File: config.mk
export PLATFORM = sky130hd
export DESIGN_NAME = elastic_rr_merge
export DESIGN_NICKNAME = d
export VERILOG_FILES = /design/src/rtl/cgra_pkg.sv /design/src/rtl/cgra_mux.sv /design/src/rtl/elastic_rr_merge.sv
export SDC_FILE = /design/constraint.sdc
export NUM_CORES = 1
export LEC_CHECK = 0
export CAP_MARGIN = 15
export CORE_MARGIN = 1.5
export CORE_UTILIZATION = 33
export DETAILED_ROUTE_END_ITERATION = 10
export PLACE_DENSITY_LB_ADDON = 0.15
export SKIP_LAST_GASP = 1
export SLEW_MARGIN = 20
export SYNTH_ARGS = -nofsm -noshare
export SYNTH_HDL_FRONTEND = slang
export SYNTH_SLANG_ARGS = --single-unit
File: constraint.sdc
create_clock -name clk -period 3.2 [get_ports clk]
set_input_delay 0.8 -clock clk [delete_from_list [all_inputs] [get_ports clk]]
set_output_delay 0.8 -clock clk [all_outputs]
set_load 0.01 [all_outputs]
File: src/rtl/cgra_pkg.sv
// Shared CGRA definitions: channel-count limits for multi-input blocks and the
// elastic (valid/ready) handshake pair used across the fabric.
package cgra_pkg;

    localparam int unsigned CGRA_MIN_INPUTS = 2;
    localparam int unsigned CGRA_MAX_INPUTS = 16;

    // One elastic handshake channel as seen at a single interface point.
    typedef struct packed {
        logic valid;
        logic ready;
    } elastic_hs_t;

    // A token moves across the channel in any cycle where both sides agree.
    function automatic logic elastic_fire(elastic_hs_t hs);
        return hs.valid && hs.ready;
    endfunction

endpackage

File: src/rtl/cgra_mux.sv
// Shared CGRA N:1 word mux.
// Ports: sel       - channel index
//        data_in   - NUM_INPUTS packed words, channel i at [i*DATA_WIDTH +: DATA_WIDTH]
//        data_out_c- selected word (combinational); zero for an out-of-range sel
module cgra_mux #(
    parameter int unsigned NUM_INPUTS = 4,
    parameter int unsigned DATA_WIDTH = 32,
    localparam int unsigned SEL_W = $clog2(NUM_INPUTS)
) (
    input  logic [SEL_W-1:0]                 sel,
    input  logic [NUM_INPUTS*DATA_WIDTH-1:0] data_in,
    output logic [DATA_WIDTH-1:0]            data_out_c
);

    // Compare-and-select so a non power-of-two channel count never reads past the bus.
    always_comb begin
        data_out_c = '0;
        for (int unsigned i = 0; i < NUM_INPUTS; i++) begin
            if (sel == SEL_W'(i)) begin
                data_out_c = data_in[i*DATA_WIDTH +: DATA_WIDTH];
            end
        end
    end

endmodule

File: src/rtl/elastic_rr_merge.sv
// Round-robin merge of NUM_INPUTS elastic channels into one registered elastic
// output stage. Full throughput: the output register drains and reloads in the
// same cycle.
// Ports: clk, rst_n (async, active-low)
//        data_in/valid_in/ready_out - NUM_INPUTS upstream channels
//        data_out/valid_out/ready_in - merged downstream channel (registered)
//        grant_idx                  - source channel of the token in data_out
//        xfer_cnt                   - output transfer count, only when
//                                     ELASTIC_RR_MERGE_STATS_EN is defined
module elastic_rr_merge
    import cgra_pkg::*;
#(
    parameter int unsigned NUM_INPUTS = 4,
    parameter int unsigned DATA_WIDTH = 32,
    localparam int unsigned IDX_W = $clog2(NUM_INPUTS)
) (
    input  logic                             clk,
    input  logic                             rst_n,
    input  logic [NUM_INPUTS*DATA_WIDTH-1:0] data_in,
    input  logic [NUM_INPUTS-1:0]            valid_in,
    output logic [NUM_INPUTS-1:0]            ready_out,
    output logic [DATA_WIDTH-1:0]            data_out,
    output logic                             valid_out,
    input  logic                             ready_in,
    output logic [IDX_W-1:0]                 grant_idx
`ifdef ELASTIC_RR_MERGE_STATS_EN
    ,
    output logic [31:0]                      xfer_cnt
`endif
);

    localparam int unsigned SUM_W = IDX_W + 1;

    if (NUM_INPUTS < CGRA_MIN_INPUTS || NUM_INPUTS > CGRA_MAX_INPUTS) begin : g_bad_cfg
        $error("elastic_rr_merge: NUM_INPUTS out of supported range");
    end

    elastic_hs_t             out_hs_c;
    logic                    load_c;
    logic                    out_fire_c;
    logic                    in_fire_c;
    logic                    any_valid_c;
    logic [IDX_W-1:0]        grant_c;
    logic [DATA_WIDTH-1:0]   mux_data_c;
    logic [IDX_W-1:0]        ptr_q;

    assign out_hs_c   = '{valid: valid_out, ready: ready_in};
    assign out_fire_c = elastic_fire(out_hs_c);
    // Output register can accept a token if it is empty or being drained now.
    assign load_c     = !valid_out || ready_in;
    assign in_fire_c  = load_c && any_valid_c;

    // Rotating search from ptr_q; the wrap is a subtract so it stays in range
    // for any channel count.
    always_comb begin
        logic [SUM_W-1:0] sum;
        sum         = '0;
        grant_c     = '0;
        any_valid_c = 1'b0;
        for (int unsigned k = 0; k < NUM_INPUTS; k++) begin
            sum = {1'b0, ptr_q} + SUM_W'(k);
            if (sum >= SUM_W'(NUM_INPUTS)) begin
                sum = sum - SUM_W'(NUM_INPUTS);
            end
            if (!any_valid_c && valid_in[sum[IDX_W-1:0]]) begin
                any_valid_c = 1'b1;
                grant_c     = sum[IDX_W-1:0];
            end
        end
    end

    // Only the granted channel sees ready.
    always_comb begin
        ready_out = '0;
        if (in_fire_c) begin
            ready_out[grant_c] = 1'b1;
        end
    end

    cgra_mux #(
        .NUM_INPUTS (NUM_INPUTS),
        .DATA_WIDTH (DATA_WIDTH)
    ) u_mux (
        .sel        (grant_c),
        .data_in    (data_in),
        .data_out_c (mux_data_c)
    );

    // Output stage and priority pointer.
    always_ff @(posedge clk or negedge rst_n) begin
        if (!rst_n) begin
            valid_out <= 1'b0;
            data_out  <= '0;
            grant_idx <= '0;
            ptr_q     <= '0;
        end else if (in_fire_c) begin
            valid_out <= 1'b1;
            data_out  <= mux_data_c;
            grant_idx <= grant_c;
            if (grant_c == IDX_W'(NUM_INPUTS - 1)) begin
                ptr_q <= '0;
            end else begin
                ptr_q <= grant_c + IDX_W'(1);
            end
        end else if (out_fire_c) begin
            valid_out <= 1'b0;
        end
    end

`ifdef ELASTIC_RR_MERGE_STATS_EN
    // Free-running output transfer count, wraps naturally.
    always_ff @(posedge clk or negedge rst_n) begin
        if (!rst_n) begin
            xfer_cnt <= '0;
        end else if (out_fire_c) begin
            xfer_cnt <= xfer_cnt + 32'd1;
        end
    end
`endif

endmodule

==> results.sh <==
export IMPL_die_h_um=93.4
export IMPL_wl_mm=9.58
export IMPL_die_area_sq_um=8720
export IMPL_grt_overflow_total=0
export IMPL_io_buffers=173
export IMPL_fin_skew_ns=0.00639
export IMPL_crit_fanout=5
export IMPL_insertion_delay_ns=0.29
export IMPL_leakagePower_nw=1.85
export IMPL_path_buf_inv=4
export IMPL_worstSetupEndpointType="output port"
export IMPL_grt_max_degree=65
export IMPL_grt_util_met1_pct=26.0
export IMPL_maxClockFrequency_ghz=0.315
export IMPL_antenna_found_initial=0
export IMPL_final_cell_mix="clkdlybuf4s50_1 (164), a21oi_1 (67), dfrtp_1 (37)"
export IMPL_initial_core_util_pct=34.5
export IMPL_n_fill_cell=704
export IMPL_postRouteAntennaNets=0
export IMPL_ys_seq_area_share_pct=34.4
export IMPL_core_area_sq_um=7810
export IMPL_syn_inst=338
export IMPL_cpMaxStageDelayCell="nor4_2"
export IMPL_routed_via_count=3199
export IMPL_cp_arrival_ns=2.38
export IMPL_met2_usage_pct=37.6
export IMPL_p_total_mw=3.19
export IMPL_root_buffer="clkbuf_8"
export IMPL_met3_usage_pct=4.55
export IMPL_timing_final_max_slew_violations=0
export IMPL_fin_crit_ns=3.18
export IMPL_setup_viol=0
export IMPL_layout_drive_gt1_share_pct=8.18
export IMPL_maxCapViolations=0
export IMPL_ys_seq_elements=37
export IMPL_grt_pass1_wl_mm=14.8
export IMPL_rows=32
export IMPL_dr_pass1_iters=4
export IMPL_timing_final_crit_share_pct=99.2
export IMPL_hold_viol=0
export IMPL_outcome="finished, final reports clean"
export IMPL_synth_nets=477
export IMPL_cts_buffers=5
export IMPL_io_pins=174
export IMPL_fp_dieW_um=93.4
export IMPL_slowest_delay_ns=0.36
export IMPL_crit_chain="dlygate4sd2_1 > buf_4 > nor4_2 > nor4_2 > buf_4 > ha_2 > and3_1 > clkdlybuf4s15_2"
export IMPL_cts_htree_levels=2
export IMPL_drtIter0Drc=122
export IMPL_final_common_cell="clkdlybuf4s50_1"
export IMPL_syn_cell_area_sq_um=2700
export IMPL_globalplace_congestion=0.842
export IMPL_vias_per_cell=5.31
export IMPL_yosysUniqueCellTypes=29
export IMPL_hold_class="reg2reg"
export IMPL_antennaDiodeCount=0
export IMPL_rsz0062_at_grt="yes"
export IMPL_busiest_layer="met2"
export IMPL_hpwl_mm=6.46
export IMPL_syn_area_per_cell_sq_um=7.97
export IMPL_worst_slew_pin_slew_ns=0.834
export IMPL_grt_pass1_vias=3027
export IMPL_drcViolationCount=0
export IMPL_path_clk_slew_ns=0.07
export IMPL_cp_required_ns=2.40
export IMPL_hold_ws_ns=0.536
export IMPL_tritoncts="done"
export IMPL_yosys_warnings=0
export IMPL_final_nets=639
export IMPL_utilization_pct=59.4
export IMPL_cts_buffer_depth=2
export IMPL_clock_sinks=37
export IMPL_max_slew_margin_pct=44.4
export IMPL_area_growth_pct=72.1
export IMPL_track_usage_pct=21.3
export IMPL_worstSetupPathType="in2out"
export IMPL_start_kind="input pin"
export IMPL_p_per_area_nw_per_um2=687
export IMPL_critical_path_top_delay_family="buffers and inverters"
export IMPL_peakVddDrop_uv=264
export IMPL_postCtsHoldBufs=0
export IMPL_wl_per_cell_um=15.9
## where the power goes
group | internal, mW | total [mW] | switching (mW)
clock network | 0.195 | 0.364 | 0.169
logic | 1.06 | 2.01 | 0.949
registers | 0.682 | 0.811 | 0.129
## final timing paths
path,from,to,slack [ns],cells past startpoint
max in group asynchronous,rst_n,data_out[5],2.06,1
setup / recovery,valid_in[1],ready_out[1],0.02,8
min in group asynchronous,rst_n,data_out[30],0.60,1
hold reg to reg,grant_idx[0],grant_idx[0],0.54,2
setup reg to reg,ptr_q[0],data_out[19],0.56,10
hold / removal,grant_idx[0],grant_idx[0],0.54,2
## registers in the layout (all words and copies together), names as in the netlist
name       cells
valid_out      1
grant_idx      2
data_out      32
ptr_q          2
## per-stage QoR
step | setup TNS [ns] | area, sq um | setup slack (ns) | cells
after global routing | -0.0612 | 4640 | -0.0612 | 603
after floorplan | -0.0193 | 2700 | -0.0193 | 338
after global placement | -9.80 | 4510 | -0.564 | 593
final | 0 | 4640 | 0.0245 | 603
after detailed placement | -11.42 | 4510 | -0.589 | 593
after CTS | 0 | 4640 | 0.00816 | 603
## worst min-delay path, delay by kind of cell, from the launching register on
family	cells	cell delay, ns
AOI/OAI and AO/OA	2	0.15
DFF	1	0.35
## per-layer routing
metal	vias to the layer above	wire, um
li1	1564	-
met1	1497	4000
met2	130	4800
met3	8	684
met4	0	104
met5	-	0
## cell usage after synthesis, drive strengths merged
library cell	n	area share [%]
nor2	3	0.42
o41ai	1	0.33
a311oi	1	0.33
a41oi	1	0.33
nand3b	32	8.9
nor4	2	0.70
clkbuf	21	2.9
inv	33	4.6
and2	1	0.23
a21o	1	0.28
mux2	1	0.42
dfrtp	37	34
a31oi	32	7.4
o21a	1	0.28
nand2	36	5.0
and3	4	0.93
o21ai	3	0.56
or4	1	0.42
or2	1	0.23
nand4	1	0.23
a21oi	67	12
buf	15	3.2
ha	4	1.9
nor2b	3	0.70
nand2b	3	0.70
o31ai	1	0.28
a221o	32	12
## cell type report
type,instances,area [sq um],share of cell area (%)
Clock inverter,1,5.00,0.108
Tap cell,102,128,2.75
Inverter,33,124,2.67
Multi-Input combinational cell,232,1510,32.6
Clock buffer,7,96.3,2.08
Sequential cell,37,926,20.0
Timing Repair Buffer,191,1850,39.8
## cell families (layout without fill, tap and decap cells)
kind of cell / Yosys count / after routing / share of synthesized area [%]
AOI/OAI and AO/OA: 140 / 140 / 34.1
and+or+nand+nor: 87 / 87 / 18.5
buffers and inverters: 69 / 232 / 10.8
DFF: 37 / 37 / 34.4
muxes: 1 / 1 / 0.418
adders and majority gates: 4 / 4 / 1.86
## what timing repair did
action / CTS / global route
pin swaps: 2 / 2
endpoints found under the setup margin: 11 / 31
buffers inserted: 2 / 0
gates resized for setup: 23 / 5
(Power assumes the default switching activity.)
